`src/rtl/vchanel_demux.sv`:
```
// Virtual-channel ingress distributor: pops an upstream FIFO and pushes each word into vchanel FIFO 0..3.
// Optional stall counter is enabled by defining VCHANEL_DEMUX_STATS_EN.
module vchanel_demux #(
   parameter int unsigned DATA_W     = 4,
   parameter int unsigned SKID_DEPTH = 2
) (
   input  logic              clk,
   input  logic              rst,
   input  logic              enb,
   input  logic              in_empty,
   output logic              in_pop,
   input  logic [DATA_W-1:0] in_data,
   input  logic [1:0]        in_dest,
   input  logic              full_vchanel0,
   input  logic              full_vchanel1,
   input  logic              full_vchanel2,
   input  logic              full_vchanel3,
   output logic              push_vchanel0,
   output logic              push_vchanel1,
   output logic              push_vchanel2,
   output logic              push_vchanel3,
   output logic [DATA_W-1:0] data_vchanel0,
   output logic [DATA_W-1:0] data_vchanel1,
   output logic [DATA_W-1:0] data_vchanel2,
   output logic [DATA_W-1:0] data_vchanel3,
   output logic              idle
`ifdef VCHANEL_DEMUX_STATS_EN
   ,
   output logic [7:0]        stall_count
`endif
);

   localparam logic [2:0] LP_SKID = 3'(SKID_DEPTH);

   // Skid buffer: entry 0 is always the head.
   logic [DATA_W-1:0] r_skid_data [0:SKID_DEPTH-1];
   logic [1:0]        r_skid_dest [0:SKID_DEPTH-1];
   logic [1:0]        r_cnt;
   logic              r_pop_d;
   logic [3:0]        r_push;
   logic [DATA_W-1:0] r_data [0:3];
   logic              r_idle;

   logic [3:0]        w_full;
   logic [2:0]        w_occ;
   logic              w_in_pop;
   logic              w_cand_valid;
   logic              w_from_skid;
   logic [1:0]        w_cand_dest;
   logic [DATA_W-1:0] w_cand_data;
   logic              w_dest_full;
   logic              w_dispatch;
   logic              w_head_pop;
   logic              w_append;
   logic [1:0]        w_cnt_next;
   logic [DATA_W-1:0] w_skid_data_next [0:SKID_DEPTH-1];
   logic [1:0]        w_skid_dest_next [0:SKID_DEPTH-1];
   logic [3:0]        w_push_next;
   logic [DATA_W-1:0] w_data_next [0:3];

   assign w_full = {full_vchanel3, full_vchanel2, full_vchanel1, full_vchanel0};

   // Occupancy counts the word already in flight so every popped word has a slot.
   assign w_occ    = {1'b0, r_cnt} + {2'b00, r_pop_d};
   assign w_in_pop = rst & enb & ~in_empty & (w_occ < LP_SKID);
   assign in_pop   = w_in_pop;

   always_comb begin
      w_cand_valid = (r_cnt != 2'd0) || r_pop_d;
      w_from_skid  = (r_cnt != 2'd0);
      w_cand_dest  = in_dest;
      w_cand_data  = in_data;
      if (w_from_skid) begin
         w_cand_dest = r_skid_dest[0];
         w_cand_data = r_skid_data[0];
      end
      w_dest_full = w_full[w_cand_dest];
      w_dispatch  = w_cand_valid && enb && !w_dest_full;
   end

   always_comb begin
      w_push_next = '0;
      w_data_next = r_data;
      if (w_dispatch) begin
         w_push_next[w_cand_dest] = 1'b1;
         w_data_next[w_cand_dest] = w_cand_data;
      end
   end

   // Head removal is applied before the append so an arrival lands behind what remains.
   always_comb begin
      w_skid_data_next = r_skid_data;
      w_skid_dest_next = r_skid_dest;
      w_cnt_next       = r_cnt;
      w_head_pop       = w_dispatch && w_from_skid;
      w_append         = r_pop_d && !(w_dispatch && !w_from_skid);
      if (w_head_pop) begin
         w_skid_data_next[0] = r_skid_data[1];
         w_skid_dest_next[0] = r_skid_dest[1];
         w_cnt_next          = r_cnt - 2'd1;
      end
      if (w_append) begin
         w_skid_data_next[w_cnt_next[0]] = in_data;
         w_skid_dest_next[w_cnt_next[0]] = in_dest;
         w_cnt_next                      = w_cnt_next + 2'd1;
      end
   end

   always_ff @(posedge clk) begin
      if (!rst) begin
         r_cnt       <= '0;
         r_pop_d     <= 1'b0;
         r_skid_data <= '{default: '0};
         r_skid_dest <= '{default: '0};
         r_push      <= '0;
         r_data      <= '{default: '0};
         r_idle      <= 1'b1;
      end else begin
         r_cnt       <= w_cnt_next;
         r_pop_d     <= w_in_pop;
         r_skid_data <= w_skid_data_next;
         r_skid_dest <= w_skid_dest_next;
         r_push      <= w_push_next;
         r_data      <= w_data_next;
         r_idle      <= (w_cnt_next == 2'd0) && !w_in_pop;
      end
   end

   assign push_vchanel0 = r_push[0];
   assign push_vchanel1 = r_push[1];
   assign push_vchanel2 = r_push[2];
   assign push_vchanel3 = r_push[3];
   assign data_vchanel0 = r_data[0];
   assign data_vchanel1 = r_data[1];
   assign data_vchanel2 = r_data[2];
   assign data_vchanel3 = r_data[3];
   assign idle          = r_idle;

`ifdef VCHANEL_DEMUX_STATS_EN
   logic [7:0] r_stall;
   logic       w_stall;

   assign w_stall = w_cand_valid && enb && w_dest_full;

   always_ff @(posedge clk) begin
      if (!rst) begin
         r_stall <= '0;
      end else if (w_stall && (r_stall != 8'hFF)) begin
         r_stall <= r_stall + 8'd1;
      end
   end

   assign stall_count = r_stall;
`else
   // Stall counter absent in this build.
`endif

endmodule

```
`config.mk`:
```
export PLATFORM = sky130hd
export DESIGN_NAME = vchanel_demux
export DESIGN_NICKNAME = d
export VERILOG_FILES = /design/src/rtl/vchanel_demux.sv
export SDC_FILE = /design/constraint.sdc
export NUM_CORES = 1
export LEC_CHECK = 0
export CORE_MARGIN = 2
export CORE_UTILIZATION = 52
export CTS_BUF_LIST = sky130_fd_sc_hd__clkbuf_2
export DETAILED_ROUTE_END_ITERATION = 10
export GPL_ROUTABILITY_DRIVEN = 0
export PLACE_DENSITY = 0.87
export RECOVER_POWER = 100
export SYNTH_ARGS = -nofsm -noshare
export SYNTH_HDL_FRONTEND = slang
export SYNTH_SLANG_ARGS = --single-unit
```
`constraint.sdc`:
```
create_clock -name clk -period 3.4 [get_ports clk]
set_input_delay 0.68 -clock clk [delete_from_list [all_inputs] [get_ports clk]]
set_output_delay 0.68 -clock clk [all_outputs]
set_load 0.005 [all_outputs]
```
==> reports/summary.txt <==
Power Density -> 400.8 nW/um^2
Cell taking the most area after synthesis -> dfxtp_1
Inserted Clock Buffers -> 5
Met1 GRT Util -> 25.92%
Vias in the first global route -> 1269
Root Buffer -> clkbuf_2
Post-CTS Setup Bufs -> 0
Setup violators final -> 0
DRC -> 0
Synthesized Nets -> 164
Critical path, cell by cell -> inv_1 > ha_1 > mux2_1 > mux4_2 > nor2_1 > mux2i_1 > mux2i_1 > a211oi_1
Core ar. -> 3003 um^2
Hold Crit Endpoint -> data_vchanel0[3]
N_diodes -> 0
Status -> finished clean
Initial antenna violation count -> 0
IO Pins -> 36
Largest net degree at the start of global routing -> 38
Post-synthesis cell type count -> 26
Vias -> 1233
Synth-to-layout area growth -> 26.90%
Critical path class -> reg2reg
Largest fanout on the critical path -> 9
Fraction of the cycle the final worst path needs -> 84.52%
Worst-margin pin slew -> 1384 ps
Hold Buf Count CTS -> 0
Unrepaired setup endpoints after global routing -> false
Post-DR wirelength/cell -> 15.05 um
Max-cap violations -> 0
Setup slack at placement -> 282.0 ps
Mean Syn Cell Area -> 10.91 um^2
Sequential cell area fraction in the yosys report -> 44.65%
Fin nets -> 203
Non-Filler Instances -> 221
Req. time, crit path -> 3630 ps
Crit. End Element -> register
Peak supply drop -> 0.2712 mV
Share of cells above drive strength 1 -> 7.979%
Global route hottest layer -> met2
DRT Wirelength -> 3327 um
Total congestion overflow -> 0
CP dominant cell by count -> mux2i_1
Worst R2R End -> idle
Final hold violation count -> 0
Pre-antenna DRT Iters -> 4
Die area -> 3566 um^2
Setup Skew -> 23.38 ps
Post-Synth Simple-Gate Area -> 16.20%
Kind of cell adding the most delay to the critical path -> multiplexers
DP Area -> 2011 um^2
Worst R2R Path Depth -> 8
GRT met2 Usage -> 33.07%
Area share of xor/xnor cells in the synthesized design -> 0.5426%
Delay of the slowest critical-path stage -> 480 ps
Antenna-violating nets left -> 0
Setup TNS -> 0 ps
R2R Setup Slk -> 530 ps
Die height -> 59.72 um
Synth Area in Adders -> 1.550%
Buf/Inv on CP -> 1
Post-DP HPWL -> 2365 um
Fin. max-slew vios -> 0
Worst Hold Class -> reg2reg
Met3 usage -> 9.091%
Synth Register Bits -> 36
DP Cell Count -> 213
Largest family of logic cells by synthesized area -> multiplexers
Compound-gate portion of the synthesized area -> 17.05%
Row Count -> 20
Clock buffer depth -> 2
Slowest-stage cell, CP -> ha_1
H-tree levels -> 2
Fill cell count -> 249
Share of the synthesized area in the top cell type -> 44.65%
CP Launch Type -> register
Tmin final -> 2874 ps
Rel. slew slack -> 7.712%
Resized cells post-CTS -> 0
Initial DRC count -> 19
Cells after Synth -> 148
CTS Sinks -> 36
Die width -> 59.72 um
Mapped cell area -> 1614 um^2
Worst skew pair latency -> 400 ps
Worst reg2reg startpoint -> r_cnt[0]
Synthesis Warnings -> 0
Achievable frequency -> 0.3480 GHz
Hold depth -> 1
Hold_sp -> data_vchanel0[3]
CTS clk-pin slew, worst paths -> 180 ps
Top post-synthesis cells by area -> dfxtp_1, o211a_1, mux2i_1
Vias per cell -> 5.579
Lkg Pwr -> 1.146 nW
Port bufs -> 35
Mux contribution to synthesized area -> 17.29%
CTS tree -> built
Initial core utilization -> 53.75%
Cell area after layout -> 2048 um^2
First-pass GRT wire length -> 5602 um
CP arrival -> 3110 ps
Slack of the critical path -> 526.2 ps
GRT Total Usage -> 21.20%
## metal layers
| layer | vias to the layer above | routed length [um] | part of all wire, % |
|---|---|---|---|
| met3 | 8 | 240 | 7.2 |
| li1 | 610 | - | - |
| met2 | 36 | 1515 | 46 |
| met1 | 579 | 1513 | 45 |
| met5 | - | 0 | 0 |
| met4 | 0 | 57 | 1.7 |
## metrics by stage
stage | total power, W | hold slack, ps | utilization (%)
2_1_floorplan | 0.0005187 | 485.4 | -
3_3_place_gp | 0.0005600 | 483.5 | 66.96
3_5_place_dp | 0.0005645 | 487.5 | 66.96
4_1_cts | 0.0008336 | 530.3 | 69.21
5_1_grt | 0.0008535 | 542.5 | 68.21
6_report | 0.0008210 | 517.6 | 68.21
## cells by family after synthesis
family,count (synthesis)
AO/OA/AOI/OAI,27
XOR/XNOR,1
adder cells (fa/ha/maj),2
buffers and inverters,11
flip-flops,36
multiplexers,24
AND/OR/NAND/NOR,47
## worst max path at each step
| stage | startpoint | to | slack (ps) | cells past startpoint |
|---|---|---|---|---|
| 4_1_cts | r_cnt[0] | r_skid_data[7] | 630 | 9 |
| 6_report | r_cnt[0] | idle | 530 | 8 |
| 5_1_grt | r_cnt[0] | r_skid_data[5] | 260 | 8 |
| 3_5_place_dp | in_dest[0] | r_skid_data[7] | 280 | 8 |
| 2_1_floorplan | r_cnt[0] | idle | 820 | 8 |
| 3_3_place_gp | in_dest[0] | r_skid_dest[2] | 400 | 8 |
## final cells by class
class,instances,area [um^2],share of cell area (%)
repair buffers,40,376.6,18.39
inverters,3,11.26,0.5498
clock inverters,3,42.54,2.077
well taps,33,41.29,2.016
clock buffers,5,25.02,1.222
flip-flops and latches,36,720.7,35.19
multi-input cells,101,830.8,40.56
## Yosys cell counts
master / instances
nor4_2: 1
nor2_4: 1
inv_1: 3
ha_1: 2
a211oi_1: 1
nand2_1: 25
and3_1: 2
a2bb2oi_4: 1
mux2i_1: 20
o21ai_1: 1
nor3_4: 1
buf_2: 2
nor3b_2: 1
and2_1: 5
mux4_2: 2
o211a_1: 22
nor2b_1: 8
mux2_2: 1
o311ai_1: 1
dfxtp_1: 36
clkbuf_1: 6
xnor2_1: 1
mux2i_4: 1
nor2_1: 1
and4_1: 2
o31ai_1: 1
## layout by cell type (no fill, tap or decap), drive strengths merged, types with 2 or more instances in the layout
cell type      count
dfxtp             36
nand2             25
o211a             22
dlygate4sd3       22
mux2i             21
clkdlybuf4s50     13
nor2b              8
clkbuf             8
and2               5
inv                3
and4               2
mux4               2
nor2               2
and3               2
ha                 2
buf                2
## flip-flops by register name (all words and copies together), names as in the netlist
register,flops
r_pop_d,1
r_cnt,2
data_vchanel0,4
idle,1
r_skid_data,8
r_skid_dest,4
data_vchanel3,4
r_push,4
data_vchanel1,4
data_vchanel2,4
## report_power, final
group | total [W] | internal, W | switching, W
sequential | 0.000442 | 0.000435 | 0.00000757
clock | 0.000272 | 0.000123 | 0.000149
combinational | 0.000106 | 0.0000545 | 0.0000520
(Power assumes the default switching activity.)
